[src/rtl/tick_rate_scheduler.sv]
// Run/pause/step controller around a programmable divide counter with tick and divided clock.
// Optional TICK_COUNTER_EN adds a 16-bit wrapping tick_total counter port.
module tick_rate_scheduler #(
  parameter int unsigned CNT_W        = 26,
  parameter int unsigned DEFAULT_TERM = 25000
) (
  input  logic             clock,
  input  logic             reset_n,
  input  logic             start,
  input  logic             stop,
  input  logic             pause,
  input  logic             step,
  input  logic             cfg_valid,
  input  logic [CNT_W-1:0] cfg_term,
  output logic             cfg_ready,
  output logic             tick,
  output logic             divided_clock,
  output logic [CNT_W-1:0] clock_count,
  output logic [CNT_W-1:0] active_term,
  output logic [1:0]       state
`ifdef TICK_COUNTER_EN
  ,
  output logic [15:0]      tick_total
`endif
);

  typedef enum logic [1:0] {
    IDLE  = 2'b00,
    RUN   = 2'b01,
    PAUSE = 2'b10
  } state_t;

  state_t           state_q, state_d;
  logic [CNT_W-1:0] count_d, term_d;
  logic [CNT_W-1:0] pend_term_q, pend_term_d;
  logic             pend_q, pend_d;
  logic             tick_d, div_d, ready_d;
  logic             advance, wrap, accept;

  assign state  = state_q;
  assign accept = cfg_valid & cfg_ready;
  assign wrap   = (clock_count == active_term);

  // Next-state, counter and config-apply logic
  always_comb begin
    state_d     = state_q;
    count_d     = clock_count;
    term_d      = active_term;
    pend_d      = pend_q;
    pend_term_d = pend_term_q;
    tick_d      = 1'b0;
    div_d       = divided_clock;
    advance     = 1'b0;

    if (stop) begin
      state_d = IDLE;
      count_d = '0;
      div_d   = 1'b0;
      if (pend_q) begin
        term_d = pend_term_q;
        pend_d = 1'b0;
      end else if (accept) begin
        term_d = cfg_term;
      end
    end else begin
      case (state_q)
        IDLE: begin
          if (accept) term_d = cfg_term;
          if (start) begin
            state_d = RUN;
            count_d = '0;
          end
        end
        RUN: begin
          if (pause) state_d = PAUSE;
          else       advance = 1'b1;
        end
        PAUSE: begin
          if (!pause) state_d = RUN;
          advance = step;
        end
        default: state_d = IDLE;
      endcase

      if (state_q == RUN || state_q == PAUSE) begin
        if (advance) begin
          if (wrap) begin
            count_d = '0;
            tick_d  = 1'b1;
            div_d   = ~divided_clock;
            // Pending value takes effect only at a period boundary
            if (pend_q) begin
              term_d = pend_term_q;
              pend_d = 1'b0;
            end
          end else begin
            count_d = clock_count + CNT_W'(1);
          end
        end
        if (accept) begin
          pend_d      = 1'b1;
          pend_term_d = cfg_term;
        end
      end
    end

    ready_d = ~pend_d;
  end

  always_ff @(posedge clock or negedge reset_n) begin
    if (!reset_n) begin
      state_q       <= IDLE;
      clock_count   <= '0;
      active_term   <= CNT_W'(DEFAULT_TERM);
      pend_q        <= 1'b0;
      pend_term_q   <= '0;
      tick          <= 1'b0;
      divided_clock <= 1'b0;
      cfg_ready     <= 1'b1;
    end else begin
      state_q       <= state_d;
      clock_count   <= count_d;
      active_term   <= term_d;
      pend_q        <= pend_d;
      pend_term_q   <= pend_term_d;
      tick          <= tick_d;
      divided_clock <= div_d;
      cfg_ready     <= ready_d;
    end
  end

`ifdef TICK_COUNTER_EN
  // Total tick count, wraps naturally at 16 bits
  always_ff @(posedge clock or negedge reset_n) begin
    if (!reset_n)    tick_total <= '0;
    else if (stop)   tick_total <= '0;
    else if (tick_d) tick_total <= tick_total + 16'd1;
  end
`endif

endmodule

[config.mk]
export PLATFORM = sky130hd
export DESIGN_NAME = tick_rate_scheduler
export DESIGN_NICKNAME = d
export VERILOG_FILES = /design/src/rtl/tick_rate_scheduler.sv
export SDC_FILE = /design/constraint.sdc
export NUM_CORES = 1
export LEC_CHECK = 0
export ABC_AREA = 0
export CORE_ASPECT_RATIO = 1.5
export CORE_UTILIZATION = 48
export CTS_BUF_LIST = sky130_fd_sc_hd__clkbuf_8
export DETAILED_ROUTE_END_ITERATION = 7
export HOLD_SLACK_MARGIN = 0.03
export PLACE_DENSITY_LB_ADDON = 0.08
export SYNTH_ARGS = -nofsm -noshare
export SYNTH_HDL_FRONTEND = slang
export SYNTH_SLANG_ARGS = --single-unit
export TNS_END_PERCENT = 5
[constraint.sdc]
create_clock -name clock -period 3.6 [get_ports clock]
set_input_delay 0.54 -clock clock [delete_from_list [all_inputs] [get_ports clock]]
set_output_delay 0.54 -clock clock [all_outputs]
set_load 0.05 [all_outputs]
# [Word level (Yosys, flattened, before mapping)]
# Cells that the tools add are included.
[totals] register_bits=84 latchBits=0 ram_bits=0 mem_bits_ro=0 input_bits=33 out_inout_bits=57 wordCells=62 n_memories=0
[op_classes] add_sub_neg=1 n_mul=0 n_div=0 n_lt_le_gt_ge=0 n_eq_ne=6 n_shift=0 mux=35 n_bitwise=4 n_reduce_logical=8
[ops] operator="$mux 26" count=14
[ops] operator="$add 26x1->26 const B" count=1
[ops] operator="$eq 26x26->1" count=1
[ops] operator="$mux 1" count=15
[ops] operator="$ne 3x3->1 const B" count=3
[ops] operator="$reduce_and 3->1" count=3
[ops] operator="$mux 2" count=4
[ops] operator="$pmux 2 s3" count=1
[ops] operator="$reduce_bool 2->1" count=3
[ops] operator="$not 1->1" count=3
[ops] operator="$eq 2x1->1 const B" count=1
[ops] operator="$eq 2x2->1 const B" count=1
[ops] operator="$logic_not 2->1" count=1
[ops] operator="$pmux 1 s2" count=1
[ops] operator="$and 1x1->1" count=1
[ops] operator="$logic_or 1x1->1" count=1

# [Logic depth before layout (Yosys ltp)]
[depth] ltp_word=8 mapped_depth=9

# [Least setup slack after synthesis]
# OpenSTA, ideal clock, no wires.
[synth_timing] path_type="reg-to-reg" start="reg state_q[0], in the netlist state[0]" end="reg clock_count[3]" setup_ps=83 arrival_ps=2340 required_time_ps=3517 setup_slack_ps=1177 path_stages_with_launch=9 path_buffers=1 synth_period_minus_slack_ps=2423 path_cell_list="dfrtp_1 > inv_1 > ha_1 > and2_2 > o21a_1 > nor3b_1 > clkbuf_1 > a22oi_1 > o21ai_0"
[synth_via] elab_chain_len=6 word_cells_on_any_way=10 classes_between="2 x eq/ne; 6 x mux; 2 x reduce/logical"
[synth_rtl] item="start: declaration" line="33" source="state_t state_q, state_d;"
[synth_rtl] item="start signal: assignment" line="121" source="state_q <= state_d;"
[synth_rtl] item="$eq 2x2->1 or $eq 2x1->1 (tied branches)" line="66, 85"
[synth_rtl] item="$pmux 1 s2" line="66" source="case (state_q)"
[synth_rtl] item="$mux 1" line="55" source="if (stop) begin"
[synth_rtl] item="$mux 26" line="86" source="if (advance) begin"
[synth_rtl] item="$mux 26 *" line="85" source="if (state_q == RUN || state_q == PAUSE) begin"
[synth_rtl] item="$mux 26 *" line="55"
[synth_rtl] item="net count_d[3]" line="34" source="logic [CNT_W-1:0] count_d, term_d;"
[synth_rtl] item="end signal: assignment" line="122" source="clock_count <= count_d;"
[synth_rtl] item="end: declaration" line="18" source="output logic [CNT_W-1:0] clock_count,"
# The timed path passes the listed nets; every way through them passes the cells marked *. The select of a mux whose other input is x is not followed.
# A chain may end at the register's enable or synchronous reset.

# [Worst setup path in the final report]
[layout_timing] start="reg clock_count[8]" end="reg active_term[24]"
[layout_via] elab_chain_len=5
[layout_rtl] item="$eq 26x26->1" line="42" source="assign wrap = (clock_count == active_term);"
[layout_rtl] item="$mux 26" line="87" source="if (wrap) begin"
[layout_rtl] item="$mux 26" line="86"
[layout_rtl] item="$mux 26" line="85"
[layout_rtl] item="$mux 26" line="55"
[layout_rtl] item="net term_d[24]" line="34"
[layout_rtl] item="end signal: assignment" line="114" source="active_term <= CNT_W'(DEFAULT_TERM);"
[layout_rtl] item="end signal: assignment" line="123" source="active_term <= term_d;"
[layout_rtl] item="end: declaration" line="19" source="output logic [CNT_W-1:0] active_term,"
# The timed path passes the listed nets, and every way through them passes these cells.

==> summary.txt <==
Status
  – Outcome: completed

Finish
  – Share of cells above drive strength 1: 18.56%
  – Most common cell after layout, fill and taps aside: clkdlybuf4s50_1
  – Sequential cell area: 2111 um2
  – Filler Cell Count: 841
  – Footprint of the multi-input gates: 2464 um2
  – Most frequent cells in the layout: clkdlybuf4s50_1, nand2_1, dfrtp_1
  – Syn-to-layout area delta: 24.07%
  – Finished Layout Cells: 670
  – Ant diodes: 0
  – Final Net Count: 587

Yosys
  – YS warnings: 0
  – Mapped cell area: 4751 um2
  – Synth Register Bits: 84
  – Post-synthesis cell type count: 48
  – Syn Nets: 509
  – Post-Syn Instances: 472
  – Share of synthesized registers carrying an async set or reset: 100.0%
  – Synth Area per Inst: 10.07 um2
  – Ys flop type: dfrtp_1
  – Post-synthesis sequential area ratio: 44.43%
  – EDFF count, synth: 0

STA
  – Min cycle time layout: 2502 ps
  – Max-Slew Margin vs Limit: 27.30%
  – Worst Max-Slew Pin Slew: 1088 ps
  – Skew final: 10.01 ps
  – Final slew viol count: 0
  – Peak Freq: 0.3997 GHz
  – Final hold violation count: 0
  – RSZ-0062 raised after global routing: no
  – Setup Total Neg Slack: 0 ps
  – Tcrit/Tclk final: 69.50%
  – Setup violators final: 0
  – WHS: 359.7 ps

Clock network
  – Clock transition at the registers of the reported paths: 90 ps
  – CTS Sinks: 84
  – Num CTS Buffers: 9
  – Post-CTS setup buffers: 0
  – Cts hold-fix bufs: 0
  – Max Root-Sink Buffers: 2
  – CTS tree: done
  – Clk Latency, worst-skew pair: 370 ps
  – CTS root buffer: clkbuf_8
  – H-tree Lvls: 3
  – Post-CTS sizing: 0

Setup path
  – CP max-delay cell: dfrtp_1
  – Critical Path RT: 3850 ps
  – Crit-path max FO: 26
  – Crit path cell chain: xnor2_1 -> nand4_1 -> nor3_2 -> a41oi_2 -> o21bai_4 -> a221o_2
  – Crit. End Element: register
  – Critical path class: register to register
  – CP Launch Type: register
  – Crit path DAT: 2750 ps
  – FF-to-FF path depth: 6
  – Crit-path max cell delay: 470 ps

Power
  – PwrDens: 772.1 nW/um2
  – Pleak: 2.388 nW
  – Max VDD drop: 0.5241 mV

Routing
  – Vias: 3988
  – DRC: 0
  – Iter 0 DRT Violations: 213
  – Total wire length: 13000 um
  – Via/cell ratio: 5.952
  – Pre-Repair DR Iteration Count: 4
  – DR WL/cell: 19.40 um
  – Routed Antenna Nets: 0

Place
  – Placed cells: 654
  – DP HPWL: 8821 um
  – PortBufs: 89
  – Placer Congestion: 0.7973

Global routing
  – Wire length of the first global-routing pass: 20370 um
  – GRT Residual Overflow: 0
  – Number of global-route vias before repair: 3902
  – Largest net degree at the start of global routing: 85
  – Initial antenna violation count: 0
  – GRT Util Overall: 25.68%

Floorplan
  – Die H: 123.8 um
  – FP Rows: 44
  – Core area: 9634 um2
  – Die area: 10310 um2
  – Die width: 83.23 um
  – I/O pins: 90
  – Initial core utilization: 49.31%

Worst hold path
  – Hold WC Path Type: primary input to async pin

Run
  – Total of max-cap violations: 0
stage by stage:
step / worst slack (ps) / cell area, um2 / util (%) / total power (W)
after CTS: 1114 / 5894 / 61.18 / 0.004571
after global routing: 989.2 / 5894 / 61.18 / 0.004752
after detailed placement: 1015 / 5693 / 59.09 / 0.003864
after floorplan: 1177 / 4751 / - / 0.003139
after global placement: 1016 / 5693 / 59.09 / 0.003808
final: 1098 / 5894 / 61.18 / 0.004551
Yosys cell counts (all sizes together) (7+ instances only):
library cell / instances / share of area, %
dfstp: 7 / 3.9
nor2: 16 / 1.3
nand4: 12 / 1.6
clkbuf: 14 / 1.1
xnor2: 21 / 4.2
o21ai: 8 / 0.84
dfrtp: 77 / 41
inv: 9 / 0.71
nand3: 23 / 2.4
a221o: 27 / 5.8
mux2: 53 / 13
a21oi: 34 / 3.6
xor2: 7 / 1.3
buf: 15 / 2.1
nand2: 85 / 6.7
o311ai: 9 / 1.7
registers in the layout (all words and copies together), names as in the netlist:
name / count
state: 2
clock_count: 26
pend_q: 1
divided_clock: 1
pend_term_q: 26
cfg_ready: 1
tick: 1
active_term: 26
cell families (layout without fill, tap and decap cells):
family / count (synthesis) / count (layout) / synth area share (%)
simple gates: 166 / 166 / 16.64
compound gates: 96 / 96 / 15.25
flops: 84 / 84 / 44.43
mux: 56 / 56 / 13.19
buf+inv: 38 / 121 / 3.950
xor+xnor: 28 / 28 / 5.478
fa+ha+maj: 4 / 4 / 1.054
worst max-delay path, delay by kind of cell (launching register included):
family                    cells  cell delay [ps]
AOI/OAI and AO/OA             3             1070
and+or+nand+nor               2              520
xor gates and xnor gates      1              330
DFF                           1              470
worst paths after layout:
path                            startpoint               to  slack (ps)
min in group clock         pend_term_q[23]  active_term[23]         510
hold / removal                     reset_n  clock_count[20]         360
max in group asynchronous          reset_n  pend_term_q[24]        2560
hold reg to reg            pend_term_q[23]  active_term[23]         510
setup reg to reg            clock_count[8]  active_term[24]        1100
setup / recovery            clock_count[8]  active_term[24]        1100
report_power, final:
part	switching [W]	total (W)	internal [W]
Combinational	0.00125	0.00222	0.000965
Sequential	0.000340	0.00163	0.00129
Clock	0.000363	0.000701	0.000338
Total	0.00196	0.00455	0.00259
area by class of cell:
class                   instances  area share [%]
clock buffers                  10           2.335
clock inverters                 6           1.083
inverters                       9          0.5731
multi-input cells             350           41.80
flip-flops and latches         84           35.81
well taps                     115           2.441
repair buffers                 96           15.96
layer usage:
layer	track usage, %	vias to the layer above	wire [um]
met5	0	-	0
met4	11.85	0	387
met3	3.844	23	408
met2	44.62	98	6775
met1	31.66	1992	5424
li1	-	1875	-
Note: power is estimated with default switching activity, not from simulation.
